[src/rtl/and_reduce_pkg.sv]
// Shared constants, types and elaboration helpers for the pipelined AND-reduction tree.
package and_reduce_pkg;

   localparam int RADIX = 4;

   // Number of radix-4 levels needed to fold n bits down to a single bit.
   function automatic int clog4(input int n);
      int     levels;
      longint span;
      levels = 0;
      span   = 1;
      while (span < n) begin
         span   = span * RADIX;
         levels = levels + 1;
      end
      return levels;
   endfunction

   // Bit offset of level k inside the flattened per-level data vector.
   function automatic int level_offset(input int pad_w, input int k);
      int off;
      int w;
      off = 0;
      w   = pad_w;
      for (int j = 0; j < k; j++) begin
         off = off + w;
         w   = w / RADIX;
      end
      return off;
   endfunction

   typedef struct packed {
      logic valid;
      logic data;
   } stage_rec_t;

endpackage

[src/rtl/and4_stage.sv]
// One radix-4 AND level: each group of four adjacent bits folds into one bit, registered with
// its valid flag. The whole stage holds while advance is low.
module and4_stage
   import and_reduce_pkg::*;
#(
   parameter int IN_W = 4
) (
   input  logic                  ck,
   input  logic                  rst,
   input  logic [IN_W-1:0]       data,
   input  logic                  valid,
   input  logic                  advance,
   output logic [IN_W/RADIX-1:0] data_q,
   output logic                  valid_q
);

   localparam int OUT_W = IN_W / RADIX;

   logic [OUT_W-1:0] folded;

   always_comb begin
      folded = '0;
      for (int g = 0; g < OUT_W; g++) begin
         folded[g] = &data[g*RADIX +: RADIX];
      end
   end

   always_ff @(posedge ck or posedge rst) begin
      if (rst) begin
         data_q  <= '0;
         valid_q <= 1'b0;
      end else if (advance) begin
         data_q  <= folded;
         valid_q <= valid;
      end
   end

endmodule

[src/rtl/and_reduce_pipe.sv]
// Pipelined wide-AND reduction with valid/ready on both sides and a saturating zero-result counter.
// Define AND_REDUCE_PIPE_SKID_EN to add a 2-entry skid buffer that makes in_ready a registered signal.
module and_reduce_pipe
   import and_reduce_pkg::*;
#(
   parameter int WIDTH = 16,
   parameter int CNT_W = 16
) (
   input  logic             ck,
   input  logic             rst,
   input  logic [WIDTH-1:0] i,
   input  logic             in_valid,
   output logic             in_ready,
   output logic             q,
   output logic             nq,
   output logic             q_valid,
   input  logic             q_ready,
   output logic [CNT_W-1:0] zero_cnt,
   input  logic             cnt_clr
);

   localparam int L     = clog4(WIDTH);
   localparam int PAD_W = 1 << (2 * L);
   localparam int TOT_W = level_offset(PAD_W, L + 1);

   logic [PAD_W-1:0] padded;
   logic [TOT_W-1:0] lvl_data;
   logic [L:0]       lvl_valid;
   logic             advance;
   logic             deliver;
   stage_rec_t       tail;

   // Missing high bits are filled with 1s so they never pull the AND low.
   always_comb begin
      padded            = '1;
      padded[WIDTH-1:0] = i;
   end

   assign lvl_data[PAD_W-1:0] = padded;
   assign lvl_valid[0]        = in_valid;

   for (genvar k = 0; k < L; k++) begin : g_level
      localparam int IN_W    = PAD_W >> (2 * k);
      localparam int IN_OFF  = level_offset(PAD_W, k);
      localparam int OUT_OFF = level_offset(PAD_W, k + 1);

      and4_stage #(.IN_W(IN_W)) u_stage (
         .ck      (ck),
         .rst     (rst),
         .data    (lvl_data[IN_OFF +: IN_W]),
         .valid   (lvl_valid[k]),
         .advance (advance),
         .data_q  (lvl_data[OUT_OFF +: IN_W/RADIX]),
         .valid_q (lvl_valid[k+1])
      );
   end

   assign tail = {lvl_valid[L], lvl_data[TOT_W-1]};

`ifdef AND_REDUCE_PIPE_SKID_EN
   logic       skid_data [2];
   logic [1:0] skid_cnt;
   logic       push;
   logic       pop;

   // The pipeline only moves while the skid has room, so advance depends on skid state alone.
   assign advance = (skid_cnt != 2'd2);
   assign push    = advance && tail.valid;
   assign pop     = q_valid && q_ready;

   always_ff @(posedge ck or posedge rst) begin
      if (rst) begin
         skid_data[0] <= 1'b0;
         skid_data[1] <= 1'b0;
         skid_cnt     <= 2'd0;
      end else begin
         case ({push, pop})
            2'b10: begin
               skid_data[skid_cnt[0]] <= tail.data;
               skid_cnt               <= skid_cnt + 2'd1;
            end
            2'b01: begin
               skid_data[0] <= skid_data[1];
               skid_cnt     <= skid_cnt - 2'd1;
            end
            2'b11: begin
               // Push needs room and pop needs an entry, so exactly one entry is present here.
               skid_data[0] <= tail.data;
            end
            default: begin
            end
         endcase
      end
   end

   assign q_valid = (skid_cnt != 2'd0);
   assign q       = skid_data[0];
`else
   assign advance = !tail.valid || q_ready;
   assign q_valid = tail.valid;
   assign q       = tail.data;
`endif

   assign in_ready = advance;
   assign nq       = ~q;
   assign deliver  = q_valid && q_ready;

   // Clear wins over a same-cycle counted delivery; the count sticks at all-ones.
   always_ff @(posedge ck or posedge rst) begin
      if (rst) begin
         zero_cnt <= '0;
      end else if (cnt_clr) begin
         zero_cnt <= '0;
      end else if (deliver && !q && (zero_cnt != {CNT_W{1'b1}})) begin
         zero_cnt <= zero_cnt + CNT_W'(1);
      end
   end

endmodule
[config.mk]
export PLATFORM = sky130hd
export DESIGN_NAME = and_reduce_pipe
export DESIGN_NICKNAME = d
export VERILOG_FILES = /design/src/rtl/and_reduce_pkg.sv /design/src/rtl/and4_stage.sv /design/src/rtl/and_reduce_pipe.sv
export SDC_FILE = /design/constraint.sdc
export NUM_CORES = 1
export LEC_CHECK = 0
export CORE_UTILIZATION = 40
export DETAILED_ROUTE_END_ITERATION = 6
export GPL_ROUTABILITY_DRIVEN = 0
export GPL_TIMING_DRIVEN = 0
export PLACE_DENSITY = 0.73
export SYNTH_ARGS = -nofsm -noshare
export SYNTH_HDL_FRONTEND = slang
export SYNTH_SLANG_ARGS = --single-unit
[constraint.sdc]
create_clock -name ck -period 2.1 [get_ports ck]
set_clock_uncertainty 0.2 [all_clocks]
set_input_delay 0.315 -clock ck [delete_from_list [all_inputs] [get_ports ck]]
set_output_delay 0.315 -clock ck [all_outputs]
set_load 0.05 [all_outputs]
==> results.sh, run 1 <==
export IMPL_avgSynthCellArea_um2=9.36
export IMPL_cts_root_buf="clkbuf_4"
export IMPL_crit_fanout=6
export IMPL_ys_top_cells_by_count="dfrtp_1, a21oi_1, nand2_1, nand4_1, o21ai_0"
export IMPL_dieArea_mm2=0.00324
export IMPL_tightestPinTransition_ns=0.899
export IMPL_ys_async_sr_fraction_pct=100
export IMPL_antenna_found_initial=0
export IMPL_drv_slew=0
export IMPL_htree_num_levels=1
export IMPL_drt_total_wl_um=3050
export IMPL_hpwl_um=2210
export IMPL_nets=203
export IMPL_grt_max_degree=24
export IMPL_worst_endpoint_arrival_ns=2.05
export IMPL_slew_headroom_pct=40.0
export IMPL_min_path_type="register to register"
export IMPL_grt_pass1_vias=1108
export IMPL_clk_latency_ns=0.31
export IMPL_synthFlopType="dfrtp_1"
export IMPL_synth_most_common_cell="dfrtp_1"
export IMPL_ys_seq_area_share_pct=47.7
export IMPL_antenna_cells=0
export IMPL_holdWs_ns=0.273
export IMPL_layout_drive_gt1_share_pct=26.1
export IMPL_yosysWarningCount=0
export IMPL_fin_crit_ns=2.04
export IMPL_die_height_um=56.9
export IMPL_crit_slowest_cell="nor3_1"
export IMPL_maxCapViolCount=0
export IMPL_synth_top_cell_area_share_pct=47.7
export IMPL_synthCells=129
export IMPL_leakage_nw=0.920
export IMPL_clockBufferDepth=2
export IMPL_firstDrtPassIters=6
export IMPL_grt_pass1_wl_um=4800
export IMPL_chipWidth_um=56.9
export IMPL_hold_viol=0
export IMPL_drc=4
export IMPL_cts_sinks=23
export IMPL_finalSetupTns_ns=0
export IMPL_power_density_mw_per_mm2=444
export IMPL_start_kind="register"
export IMPL_cp_top_family="simple AND/OR/NAND/NOR gates"
export IMPL_cts_tree="yes"
export IMPL_cp_data_required_time_ns=2.11
export IMPL_clk_pin_slew_worst_paths_ns=0.13
export IMPL_max_freq_ghz=0.490
export IMPL_routed_via_density=5.63
export IMPL_timing_critical_path_buf_inv=0
export IMPL_syn2layout_area_growth_pct=53.1
export IMPL_rsz0062_at_grt="true"
export IMPL_synth_nets=151
export IMPL_fin_cells=211
export IMPL_fin_crit_sh_pct=97.1
export IMPL_final_util_pct=65.9
export IMPL_end_kind="register"
export IMPL_hold_buffers=0
export IMPL_grt_overflow=0
export IMPL_core_area_mm2=0.00281
export IMPL_io_pins=41
export IMPL_vias=1188
export IMPL_port_buffers=40
export IMPL_cts_buffers=3
export IMPL_drt_iter0_markers=41
export IMPL_gr_usage_all_layers_pct=18.7
export IMPL_violations="DRC"
export IMPL_critPathKind="register to register"
export IMPL_synth_seq_cells=23
export IMPL_syn_area_mm2=0.00121
export IMPL_placedCellCount=200
export IMPL_irDropWorstVdd_mv=0.286
export IMPL_critPathMaxStageDelay_ns=0.59
export IMPL_synth_largest_area_cell="dfrtp_1"
export IMPL_initial_core_util_pct=43.0
export IMPL_status="finished, violations left"
export IMPL_ys_types=26
export IMPL_num_rows=19
export IMPL_synth_edf_count=0
export IMPL_path_cells="nand4_1 -> nor3_1 -> nor4b_2 -> mux2_1"
export IMPL_setup_viol=0
export IMPL_ant_nets=0
export IMPL_yosys_top_cells_area="dfrtp_1, nand4_1, a21oi_1"
export IMPL_wire_per_inst_um=14.4
path summary, 6_finish.rpt:
| check | startpoint | to | slack [ns] | depth (start not counted) |
|---|---|---|---|---|
| worst min register to register | g_level[0].u_stage.valid_q | g_level[1].u_stage.valid_q | 0.27 | 1 |
| min in group asynchronous | rst | g_level[0].u_stage.data_q[2] | 0.28 | 2 |
| max in group asynchronous | rst | zero_cnt[12] | 0.81 | 2 |
| worst max-delay path | zero_cnt[9] | zero_cnt[15] | 0.06 | 4 |
| worst max register to register | zero_cnt[9] | zero_cnt[15] | 0.06 | 4 |
| worst min-delay path | g_level[0].u_stage.valid_q | g_level[1].u_stage.valid_q | 0.27 | 1 |
per-layer routing:
metal  GRT usage [%]  part of all wire, %
met3            2.95                  5.3
met1            22.8                   42
met5               0                    0
met2            32.8                   51
met4            8.01                 0.89
cells in the final DEF (no fill, tap or decap), types with 5 or more instances in the layout:
cell type	instances
or3_1	5
dfrtp_2	16
or4_1	5
a21oi_1	11
clkdlybuf4s50_1	22
nor2_1	6
o31ai_1	6
nand2_1	10
o21ai_0	9
dfrtp_1	7
inv_1	6
nand4_1	10
dlymetal6s2s_1	14
buf_4	7
worst register-to-register path: stages (launching register included):
cell,delay (ns)
dfrtp_2,0.43
nand4_1,0.26
nor3_1,0.59
nor4b_2,0.13
mux2_1,0.33
state kept, by name, summed over array words and instances (netlist names):
register	count
g_level.u_stage.data_q	5
g_level.u_stage.valid_q	2
zero_cnt	16
through the flow:
stage | instance area [um2] | power, W | worst slack (ns)
after global placement | 1690 | 0.000602 | -0.517
after detailed placement | 1690 | 0.000607 | -0.507
after global routing | 1850 | 0.000857 | -0.0441
after floorplan | 1250 | 0.000539 | -0.0553
after CTS | 1730 | 0.000817 | 0.00145
final | 1850 | 0.000820 | 0.0608
layout make-up:
cell class / instances / area [um2]
fillers: 248 / 957
multi-input cells: 94 / 648
flip-flops and latches: 23 / 596
repair buffers: 47 / 479
well taps: 31 / 38.8
plain buffers: 6 / 36.3
clock buffers: 3 / 22.5
inverters: 6 / 22.5
clock inverters: 1 / 5.00
logic make-up after synthesis:
logic type	Yosys count	share of synthesized area (%)
AOI/OAI and AO/OA	29	13.9
adders and majority gates	1	1.04
buffers and inverters	12	3.83
DFF	23	47.7
muxes	5	4.66
and+or+nand+nor	59	28.9
repair_timing:
| item | in CTS | in global routing |
|---|---|---|
| pin swaps | 0 | 2 |
| gates resized for setup | 9 | 28 |
| endpoints found under the setup margin | 5 | 26 |
| buffers inserted | 0 | 7 |
where the power goes:
group          switching, W  internal [W]
clock              0.000139     0.0000712
sequential       0.00000896      0.000455
combinational     0.0000735     0.0000717
total              0.000222      0.000598
Power figures use the tool's default switching activity.
==> run 2: changes to the inputs <==
Settings changed: CORE_UTILIZATION 40 to 42, CTS_BUF_LIST from default to sky130_fd_sc_hd__clkbuf_8, GPL_ROUTABILITY_DRIVEN 0 to default, PLACE_DENSITY 0.73 to 0.76.
==> results.sh, run 2 (synthesis gave the netlist of run 1 again) <==
export IMPL_chipWidth_um=55.6
export IMPL_cts_tree="yes"
export IMPL_core_area_mm2=0.00273
export IMPL_path_cells="nand4_1 -> or4_4 -> nand3_2 -> mux2_1"
export IMPL_initial_core_util_pct=44.2
export IMPL_grt_overflow=0
export IMPL_drt_iter0_markers=47
export IMPL_syn2layout_area_growth_pct=58.3
export IMPL_dieArea_mm2=0.00309
export IMPL_wire_per_inst_um=14.7
export IMPL_end_kind="register"
export IMPL_start_kind="register"
export IMPL_hold_viol=0
export IMPL_firstDrtPassIters=4
export IMPL_cts_sinks=23
export IMPL_top_register="zero_cnt"
export IMPL_place_congestion=0.812
export IMPL_leakage_nw=0.695
export IMPL_irDropWorstVdd_mv=0.361
export IMPL_r2r_start="zero_cnt[8]"
export IMPL_power_density_mw_per_mm2=462
export IMPL_drc=0
export IMPL_drt_total_wl_um=3170
export IMPL_htree_num_levels=1
export IMPL_layout_drive_gt1_share_pct=29.3
export IMPL_grt_pass1_vias=1180
export IMPL_final_cell_mix="clkdlybuf4s50_1, dfrtp_2, buf_4"
export IMPL_mostFrequentLayoutCell="clkdlybuf4s50_1"
export IMPL_gr_usage_all_layers_pct=21.1
export IMPL_status="finished, final reports clean"
export IMPL_placedCellCount=200
export IMPL_port_buffers=40
export IMPL_routed_via_density=5.79
export IMPL_num_rows=19
export IMPL_final_util_pct=69.9
export IMPL_maxCapViolCount=0
export IMPL_max_freq_ghz=0.483
export IMPL_setup_viol=0
export IMPL_die_height_um=55.6
export IMPL_grt_max_degree=24
export IMPL_nets=207
export IMPL_fin_cells=215
export IMPL_reg_top3="zero_cnt (16), g_level.u_stage.data_q (5), g_level.u_stage.valid_q (2)"
export IMPL_cts_buffers=3
export IMPL_fin_crit_ns=2.07
export IMPL_clk_pin_slew_worst_paths_ns=0.09
export IMPL_antenna_found_initial=0
export IMPL_min_path_type="input pin to register"
export IMPL_io_pins=41
export IMPL_cts_root_buf="clkbuf_8"
export IMPL_cp_data_required_time_ns=2.05
export IMPL_worst_endpoint_arrival_ns=2.02
export IMPL_fin_crit_sh_pct=98.6
export IMPL_vias=1245
export IMPL_crit_slowest_cell="or4_4"
export IMPL_critPathMaxStageDelay_ns=0.65
export IMPL_hpwl_um=2130
export IMPL_crit_fanout=6
export IMPL_r2r_setup_slack_ns=0.03
export IMPL_cp_startpoint="zero_cnt[8]"
export IMPL_grt_pass1_wl_um=5150
export IMPL_clk_latency_ns=0.27
export IMPL_critPathKind="register to register"
export IMPL_largest_register_ffs=16
export IMPL_slew_headroom_pct=42.0
export IMPL_clockBufferDepth=2
export IMPL_drv_slew=0
export IMPL_ant_nets=0
export IMPL_min_delay_start="q_ready"
export IMPL_tightestPinTransition_ns=0.869
export IMPL_antenna_cells=0
==> run 2: cell count changes in the layout (fill, tap and decap cells not counted), moves of 3 or more <==
cell             previous run  this run
dlygate4sd2_1               3         0
buf_4                       7        12
clkdlybuf4s50_1            22        37
clkbuf_8                    0         3
dlymetal6s2s_1             14         2
clkbuf_4                    4         1
==> run 2: area by class of cell <==
type	instances	area [um2]
plain buffers	6	37.5
clock buffers	3	41.3
clock inverters	1	3.75
fillers	204	822
inverters	6	22.5
multi-input cells	94	683
flip-flops and latches	23	596
well taps	31	38.8
repair buffers	51	489
==> run 2: final timing paths <==
path	end	depth (start not counted)
max in group asynchronous	zero_cnt[1]	2
max reg2reg	zero_cnt[2]	4
min in group asynchronous	zero_cnt[9]	2
max	zero_cnt[2]	4
min reg2reg	g_level[0].u_stage.data_q[2]	2
min	g_level[0].u_stage.data_q[3]	3
==> run 2: metal layers <==
metal	GRT usage [%]	up-vias	wire, um
met5	0	-	0
met4	10.7	0	72
met3	3.95	9	165
met2	34.4	50	1620
met1	26.9	592	1310
li1	-	594	-
==> run 2: what timing repair did <==
action,CTS,global route
gates resized for setup,9,17
endpoints found under the setup margin,3,16
pin swaps,1,7
setup buffers,0,11
hold endpoints to repair,0,0
hold buffers,0,0
==> run 2: where the power goes <==
group / internal, W / total [W] / leakage, nW / switching (W)
registers: 0.000455 / 0.000467 / 0.288 / 0.0000118
clock network: 0.000131 / 0.000278 / 0.0269 / 0.000147
logic: 0.0000666 / 0.000138 / 0.380 / 0.0000714
==> run 2: worst max-delay path: cells and delay by family (launching register included) <==
family / cells / cell delay [ns]
flip-flops: 1 / 0.41
multiplexers: 1 / 0.32
AND/OR/NAND/NOR: 3 / 1.02
==> run 2: per-stage QoR <==
step	area [um2]	TNS [ns]	power [W]	hold slack, ns	setup WS [ns]
global route	1910	-0.372	0.000923	0.274	-0.0772
floorplan	1250	-0.0697	0.000539	0.116	-0.0553
finish	1910	0	0.000883	0.265	0.0297
detailed placement	1690	-3.04	0.000605	0.250	-0.524
global placement	1690	-2.40	0.000602	0.241	-0.496
CTS	1760	-0.00624	0.000880	0.292	-0.00378
